### config.mk
export PLATFORM = sky130hd
export DESIGN_NAME = avl_stream_frame_mux
export DESIGN_NICKNAME = d
export VERILOG_FILES = /design/src/rtl/avl_stream_frame_mux.sv
export SDC_FILE = /design/constraint.sdc
export NUM_CORES = 1
export LEC_CHECK = 0
export BUFFER_PORTS_ARGS = -buffer_cell sky130_fd_sc_hd__buf_2
export CAP_MARGIN = 5
export CORE_MARGIN = 3
export CORE_UTILIZATION = 45
export CTS_BUF_LIST = sky130_fd_sc_hd__clkbuf_16
export CTS_CLUSTER_SIZE = 12
export DETAILED_ROUTE_END_ITERATION = 8
export PLACE_DENSITY = 0.85
export RECOVER_POWER = 25
export SLEW_MARGIN = 20
export SYNTH_ARGS = -nofsm -noshare
export SYNTH_HDL_FRONTEND = slang
export SYNTH_SLANG_ARGS = --single-unit
### constraint.sdc
create_clock -name clk -period 2.65 [get_ports clk]
set_input_delay 0.265 -clock clk [delete_from_list [all_inputs] [get_ports clk]]
set_output_delay 0.265 -clock clk [all_outputs]
set_load 0.01 [all_outputs]
### src/rtl/avl_stream_frame_mux.sv
// N-channel Avalon-ST multiplexer that switches channels only on frame boundaries of the selected stream.
// Optional protocol checker enabled by defining STREAM_MUX_ERR_CHECK_EN; otherwise err_o is tied low.
module avl_stream_frame_mux #(
   parameter int N_CH        = 4,
   parameter int DATA_WIDTH  = 8,
   parameter int SEL_WIDTH   = 4,
   parameter int SYNC_STAGES = 2
) (
   input  logic                       clk,
   input  logic                       reset,
   input  logic [SEL_WIDTH-1:0]       sel_i,
   input  logic [N_CH-1:0]            valid_i,
   input  logic [N_CH*DATA_WIDTH-1:0] data_i,
   input  logic [N_CH-1:0]            sop_i,
   input  logic [N_CH-1:0]            eop_i,
   output logic                       valid_o,
   output logic [DATA_WIDTH-1:0]      data_o,
   output logic                       sop_o,
   output logic                       eop_o,
   output logic [SEL_WIDTH-1:0]       active_sel_o,
   output logic [15:0]                frame_cnt_o,
   output logic                       err_o
);

   // state    | meaning
   // WAIT_SOP | between frames; selection tracks request, only a sop of sel_active is forwarded
   // IN_FRAME | forwarding the frame of sel_active; selection frozen until eop
   localparam logic [0:0] WAIT_SOP = 1'b0;
   localparam logic [0:0] IN_FRAME = 1'b1;

   logic [SEL_WIDTH-1:0]  sync_q [SYNC_STAGES];
   logic [SEL_WIDTH-1:0]  sel_sync;
   logic [SEL_WIDTH-1:0]  eff_req;
   logic [0:0]            state_q, state_d;
   logic [SEL_WIDTH-1:0]  sel_active_q, sel_active_d;
   logic                  act_valid, act_sop, act_eop;
   logic [DATA_WIDTH-1:0] act_data;
   logic                  fwd;
   logic                  valid_q, sop_q, eop_q;
   logic [DATA_WIDTH-1:0] data_q;
   logic [15:0]           frame_cnt_q;

   always_ff @(posedge clk) begin
      if (reset) begin
         for (int i = 0; i < SYNC_STAGES; i++) sync_q[i] <= '0;
      end else begin
         sync_q[0] <= sel_i;
         for (int i = 1; i < SYNC_STAGES; i++) sync_q[i] <= sync_q[i-1];
      end
   end

   assign sel_sync = sync_q[SYNC_STAGES-1];
   assign eff_req  = (32'(sel_sync) >= N_CH) ? '0 : sel_sync;

   always_comb begin
      act_valid = 1'b0;
      act_sop   = 1'b0;
      act_eop   = 1'b0;
      act_data  = '0;
      for (int k = 0; k < N_CH; k++) begin
         if (32'(sel_active_q) == k) begin
            act_valid = valid_i[k];
            act_sop   = sop_i[k];
            act_eop   = eop_i[k];
            act_data  = data_i[k*DATA_WIDTH +: DATA_WIDTH];
         end
      end
   end

   // A sop that opens a multi-beat frame keeps the old selection so the whole frame comes from it.
   always_comb begin
      state_d      = state_q;
      sel_active_d = sel_active_q;
      fwd          = 1'b0;
      case (state_q)
         WAIT_SOP: begin
            fwd = act_valid & act_sop;
            if (fwd && !act_eop) state_d = IN_FRAME;
            else                 sel_active_d = eff_req;
         end
         default: begin
            fwd = act_valid;
            if (fwd && act_eop) state_d = WAIT_SOP;
         end
      endcase
   end

   always_ff @(posedge clk) begin
      if (reset) begin
         state_q      <= WAIT_SOP;
         sel_active_q <= '0;
         valid_q      <= 1'b0;
         data_q       <= '0;
         sop_q        <= 1'b0;
         eop_q        <= 1'b0;
         frame_cnt_q  <= '0;
      end else begin
         state_q      <= state_d;
         sel_active_q <= sel_active_d;
         valid_q      <= fwd;
         if (fwd) begin
            data_q <= act_data;
            sop_q  <= act_sop;
            eop_q  <= act_eop;
         end
         if (fwd && act_eop) frame_cnt_q <= frame_cnt_q + 16'd1;
      end
   end

`ifdef STREAM_MUX_ERR_CHECK_EN
   logic err_d, err_q;

   always_comb begin
      err_d = 1'b0;
      if (act_valid) begin
         if (state_q == WAIT_SOP) err_d = act_eop & ~act_sop;
         else                     err_d = act_sop;
      end
   end

   always_ff @(posedge clk) begin
      if (reset) err_q <= 1'b0;
      else       err_q <= err_d;
   end

   assign err_o = err_q;
`else
   assign err_o = 1'b0;
`endif

   assign valid_o      = valid_q;
   assign data_o       = data_q;
   assign sop_o        = sop_q;
   assign eop_o        = eop_q;
   assign active_sel_o = sel_active_q;
   assign frame_cnt_o  = frame_cnt_q;

endmodule

# == Word-level counts from Yosys, hierarchy flattened ==
# Memory sizes are Yosys's and may differ from the RTL's.
# Cells that the tools add are included.
# totals
ramBits,8
word_cells,50
n_memories,1
register_bits,32
inputBits,50
# memory_table
memory,depth,word_bits,rd,rd_ports_with_merged_regs,write_ports,line_no,rtl
sync_q,2,4,2,0,2,31,logic [SEL_WIDTH-1:0] sync_q [SYNC_STAGES];
# op_classes
reduce_logical,6
bitwise_logic,5
magnitude_cmp,1
mux,26
eq_ne,3
n_addsub,1
# op_table
op,count
$mux W8,4
$mux W1,19
$add A16 B1 Y16 const B,1
$mux W4,3
$eq A4 B2 Y1 const B,2
$eq A4 B1 Y1 const B,1
$ge A4 B3 Y1 const B,1
$logic_not A4 Y1,1
$logic_and A1 B1 Y1,3
$not A1 Y1,2
$or A1 B1 Y1,2
$reduce_and A2 Y1,1
$and A1 B1 Y1,1
$logic_not A1 Y1,1

# == Longest topological paths before layout ==
# logic_depth
word_depth,9
depth_mapped,8

# == Worst setup path before layout ==
# Ideal clock, no wire load.
# synth_path
kind,reg2reg
start,"register sel_active_q[0], in the netlist active_sel_o[0]"
end,"register frame_cnt_q[8], in the netlist frame_cnt_o[8]"
required_ps,2529
arrival_time_ps,1902
setup_slack_ps,628
path_stages_with_launch,7
cell_sequence,dfxtp_1 buf_6 mux4_2 nand3_4 or4_4 nor3_2 mux2_2
# synth_between
elab_chain_cells,8
# synth_lines
item,line_no,rtl
start: declaration,35,"logic [SEL_WIDTH-1:0] sel_active_q, sel_active_d;"
start signal: assignment,99,sel_active_q <= sel_active_d;
$logic_not A4 Y1,61,if (32'(sel_active_q) == k) begin
$mux W1 (4 in series),61,
$and A1 B1 Y1,77,fwd = act_valid & act_sop;
$mux W1,75,case (state_q)
$logic_and A1 B1 Y1 *,106,if (fwd && act_eop) frame_cnt_q <= frame_cnt_q + 16'd1;
end signal: assignment,106,
end: declaration,41,logic [15:0] frame_cnt_q;
# Every way passes the cells marked *; elsewhere a longest branch is shown, timed or not.
# A chain may end at the register's enable or synchronous reset.

# == Worst setup path in the final report ==
# layout_path
start,"register sel_active_q[3], in the netlist active_sel_o[3]"
end,"register frame_cnt_q[13], in the netlist frame_cnt_o[13]"
# The elaborated chain is that of the path after synthesis.

==> results.tsv <==
stage	metric	value	unit
placed_design	dpl hpwl	3880	um
timing	Setup TNS Final	0	ns
worst_setup_path	Worst Path Buf+Inv	0	
final_layout	post-route non-filler standard cell count	349	
clock_network	H-tree depth	2	
timing	clock skew	0.00668	ns
final_layout	final-layout fill cell count	389	
grt	initial antenna violation count	0	
placed_design	placed cell count	341	
timing	final setup violation count	0	
die	cell row count	24	
final_layout	Antenna Cells	0	
synth	Net Count, Synth	277	
drt	Post-DRT Antenna Nets	0	
synth	top-area cell type share of the netlist area	38.5	%
synth	ys async rst share	0	%
worst_setup_path	CP arrival	2.39	ns
worst_setup_path	CP startpoint kind	flip-flop	
timing	RSZ-0062 raised after global routing	false	
outcome	failing checks	max-capacitance violations, max-slew violations	
worst_setup_path	Worst Setup End Kind	flip-flop	
clock_network	post-CTS setup buffers	0	
synth	Synth Warn #	0	
worst_setup_path	crit path cell chain	nor2_4, o221ai_1, o21a_1, nor4_1, mux2_2	
worst_hold_path	HP Class	primary input to flip-flop	
synth	Yosys top cell by area	dfxtp_1	
timing	Final Hold Viols	0	
synth	Post-synth EDFFs	0	
worst_setup_path	CP delay by family, top	compound AO/OA/AOI/OAI gates	
power	Lkg Pwr	1.08	nW
die	Starting Density	47.2	%
synth	#FFs+latches synth	40	
clock_network	Skew-Pair Late Insertion Delay	0.28	ns
timing	Slew headroom	-36.5	%
synth	register area share after synthesis	38.5	%
worst_setup_path	worst-path maximum fanout	27	
die	die span in y	74.0	um
synth	Netlist cell types	38	
clock_network	CTS tree	built	
drt	Iter 0 DRT Violations	237	
grt	total grt overflow	0	
worst_setup_path	slowest cell delay on critical path	0.50	ns
worst_setup_path	R2R Setup Slk	0.42	ns
clock_network	CTS Hold Bufs	0	
clock_network	clk sinks	40	
placed_design	gpl congestion	0.814	
power	Pwr Density	567	nW/um^2
drt	WL/cell	14.9	um
clock_network	Clk Tree Root Cell	clkbuf_16	
run	max-cap violations	1	
die	die width	74.0	um
clock_network	CTS Buf Count	5	
drt	total detailed-routing wirelength	5200	um
power	worst-case vdd ir drop	0.493	mV
drt	drt via density	5.70	
worst_setup_path	slowest library cell on the worst path	o21a_1	
outcome	status	complete, but fails checks	
synth	Synth Instances	226	
grt	GRT Resource Usage Total	19.5	%
timing	fin. max-slew vios	54	
synth	Synth area leaders	dfxtp_1 (38%), mux4_2 (11%), nor2b_1 (6.3%)	
die	CORE AREA	4410	um^2
synth	Synth Flop Type	dfxtp_1	
grt	largest net degree at the start of global routing	54	
grt	first-pass GRT wire length	8310	um
clock_network	Clock transition at path regs	0.05	ns
grt	vias in the first global route	1787	
die	Die ar.	5480	um^2
final_layout	share of layout cells above drive strength 1	35.7	%
clock_network	Max Buffers Root-to-Sink	2	
synth	Synth Area per Inst	9.21	um^2
die	Ports	82	
drt	drt pass-1 iters	4	
synth	mapped cell area	2080	um^2
drt	via count	1990	
timing	post-route minimum period	2.23	ns
clock_network	post-cts resize count	0	
placed_design	Port Buf Inserts	80	
timing	crit share post-route	84.0	%
final_layout	NumNets Final	347	
worst_setup_path	CP Class	flip-flop to flip-flop	
worst_setup_path	CP required	2.82	ns
timing	Max Freq	0.449	GHz
timing	Worst Tran Pin Value	2.05	ns
drt	DRC	0	
final_layout	Layout area overhead	26.4	%
report_power, final:
part           internal (mW)  switching (mW)
Combinational         0.0830           0.108
Sequential             0.624          0.0122
Clock                  0.437           0.228
Total                   1.14           0.348
logic make-up (layout without fill, tap and decap cells):
kind of cell	Yosys count	in the layout	synth area share (%)
AO/OA/AOI/OAI	38	38	10.6
AND/OR/NAND/NOR	101	101	27.9
flip-flops	40	40	38.5
buffers and inverters	23	94	4.99
adder cells (fa/ha/maj)	1	1	0.601
other	1	1	0.180
multiplexers	22	22	17.3
through the flow:
stage | utilization, % | instance area, um^2 | total power, mW | setup WS, ns | hold slack (ns)
after floorplan | - | 2080 | 0.769 | 0.628 | 0.393
after global placement | 56.2 | 2480 | 0.834 | 0.532 | 0.420
after detailed placement | 56.2 | 2480 | 0.839 | 0.443 | 0.421
after CTS | 59.9 | 2640 | 1.50 | 0.423 | 0.191
after global routing | 59.6 | 2630 | 1.55 | 0.225 | 0.205
final | 59.6 | 2630 | 1.49 | 0.424 | 0.192
cells in the final DEF (no fill, tap or decap), types with 2 or more instances in the layout:
cell        n
o21ai_0    12
buf_4       4
mux2_2     11
o2bb2ai_1   2
buf_2      70
or4_1       4
a21oi_1    14
clkbuf_1   10
nor2_1     17
dfxtp_1    40
clkbuf_16   5
and3_1      3
mux4_2     10
nor2b_1    21
nand2_1     7
nor3b_1     2
clkinv_1    2
inv_1       2
nand3_1    12
nor4_1      3
nor3_1      9
nand4_1    14
o31ai_1     4
a31oi_1     3
nand2b_1    2
per-layer routing:
metal	wire (um)	track usage (%)	share of wire [%]	vias up
li1	-	-	-	971
met1	2070	24.9	40	927
met2	2640	31.9	51	79
met3	412	5.27	7.9	13
met4	75	6.44	1.4	0
met5	0	0	0	-
worst reg2reg max path: cells and delay by family, from the launching register on:
kind | cells | cell delay [ns]
simple gates | 2 | 0.68
mux | 1 | 0.37
compound gates | 2 | 0.74
flops | 1 | 0.33
path summary, 6_finish.rpt:
kind	start	to	depth (start not counted)
worst max register to register	active_sel_o[3]	frame_cnt_o[13]	5
worst min register to register	sync_q[0][3]	sync_q[0][7]	1
worst max-delay path	active_sel_o[3]	frame_cnt_o[13]	5
worst min-delay path	sel_i[1]	sync_q[0][1]	2
flip-flops by register name, summed over array words and instances (netlist names):
register and cells:
data_o 8, eop_o 1, sop_o 1, valid_o 1, frame_cnt_o 16, state_q 1, sync_q 8, active_sel_o 4
final cells by class:
class	count	area [um^2]	share of cell area, %
timing repair buffer	84	418	15.9
inverter	2	7.51	0.285
clock inverter	3	37.5	1.43
tap	52	65.1	2.47
multi-input combinational	163	1180	44.7
clock buffer	5	125	4.76
sequential	40	801	30.4
cells in the mapped netlist, types with 2 or more instances:
| cell | count |
|---|---|
| inv_1 | 2 |
| or4_1 | 4 |
| mux2_2 | 11 |
| nand4_1 | 14 |
| dfxtp_1 | 40 |
| nand2b_1 | 2 |
| nor2b_1 | 21 |
| o2bb2ai_1 | 2 |
| clkbuf_1 | 13 |
| o31ai_1 | 4 |
| nor4_1 | 3 |
| buf_2 | 5 |
| and3_1 | 3 |
| a31oi_1 | 3 |
| nand2_1 | 7 |
| nor3b_1 | 2 |
| nor3_1 | 9 |
| a21oi_1 | 14 |
| o21ai_0 | 12 |
| nand3_1 | 12 |
| nor2_1 | 17 |
| mux4_2 | 10 |
Note: power is estimated with default switching activity, not from simulation.
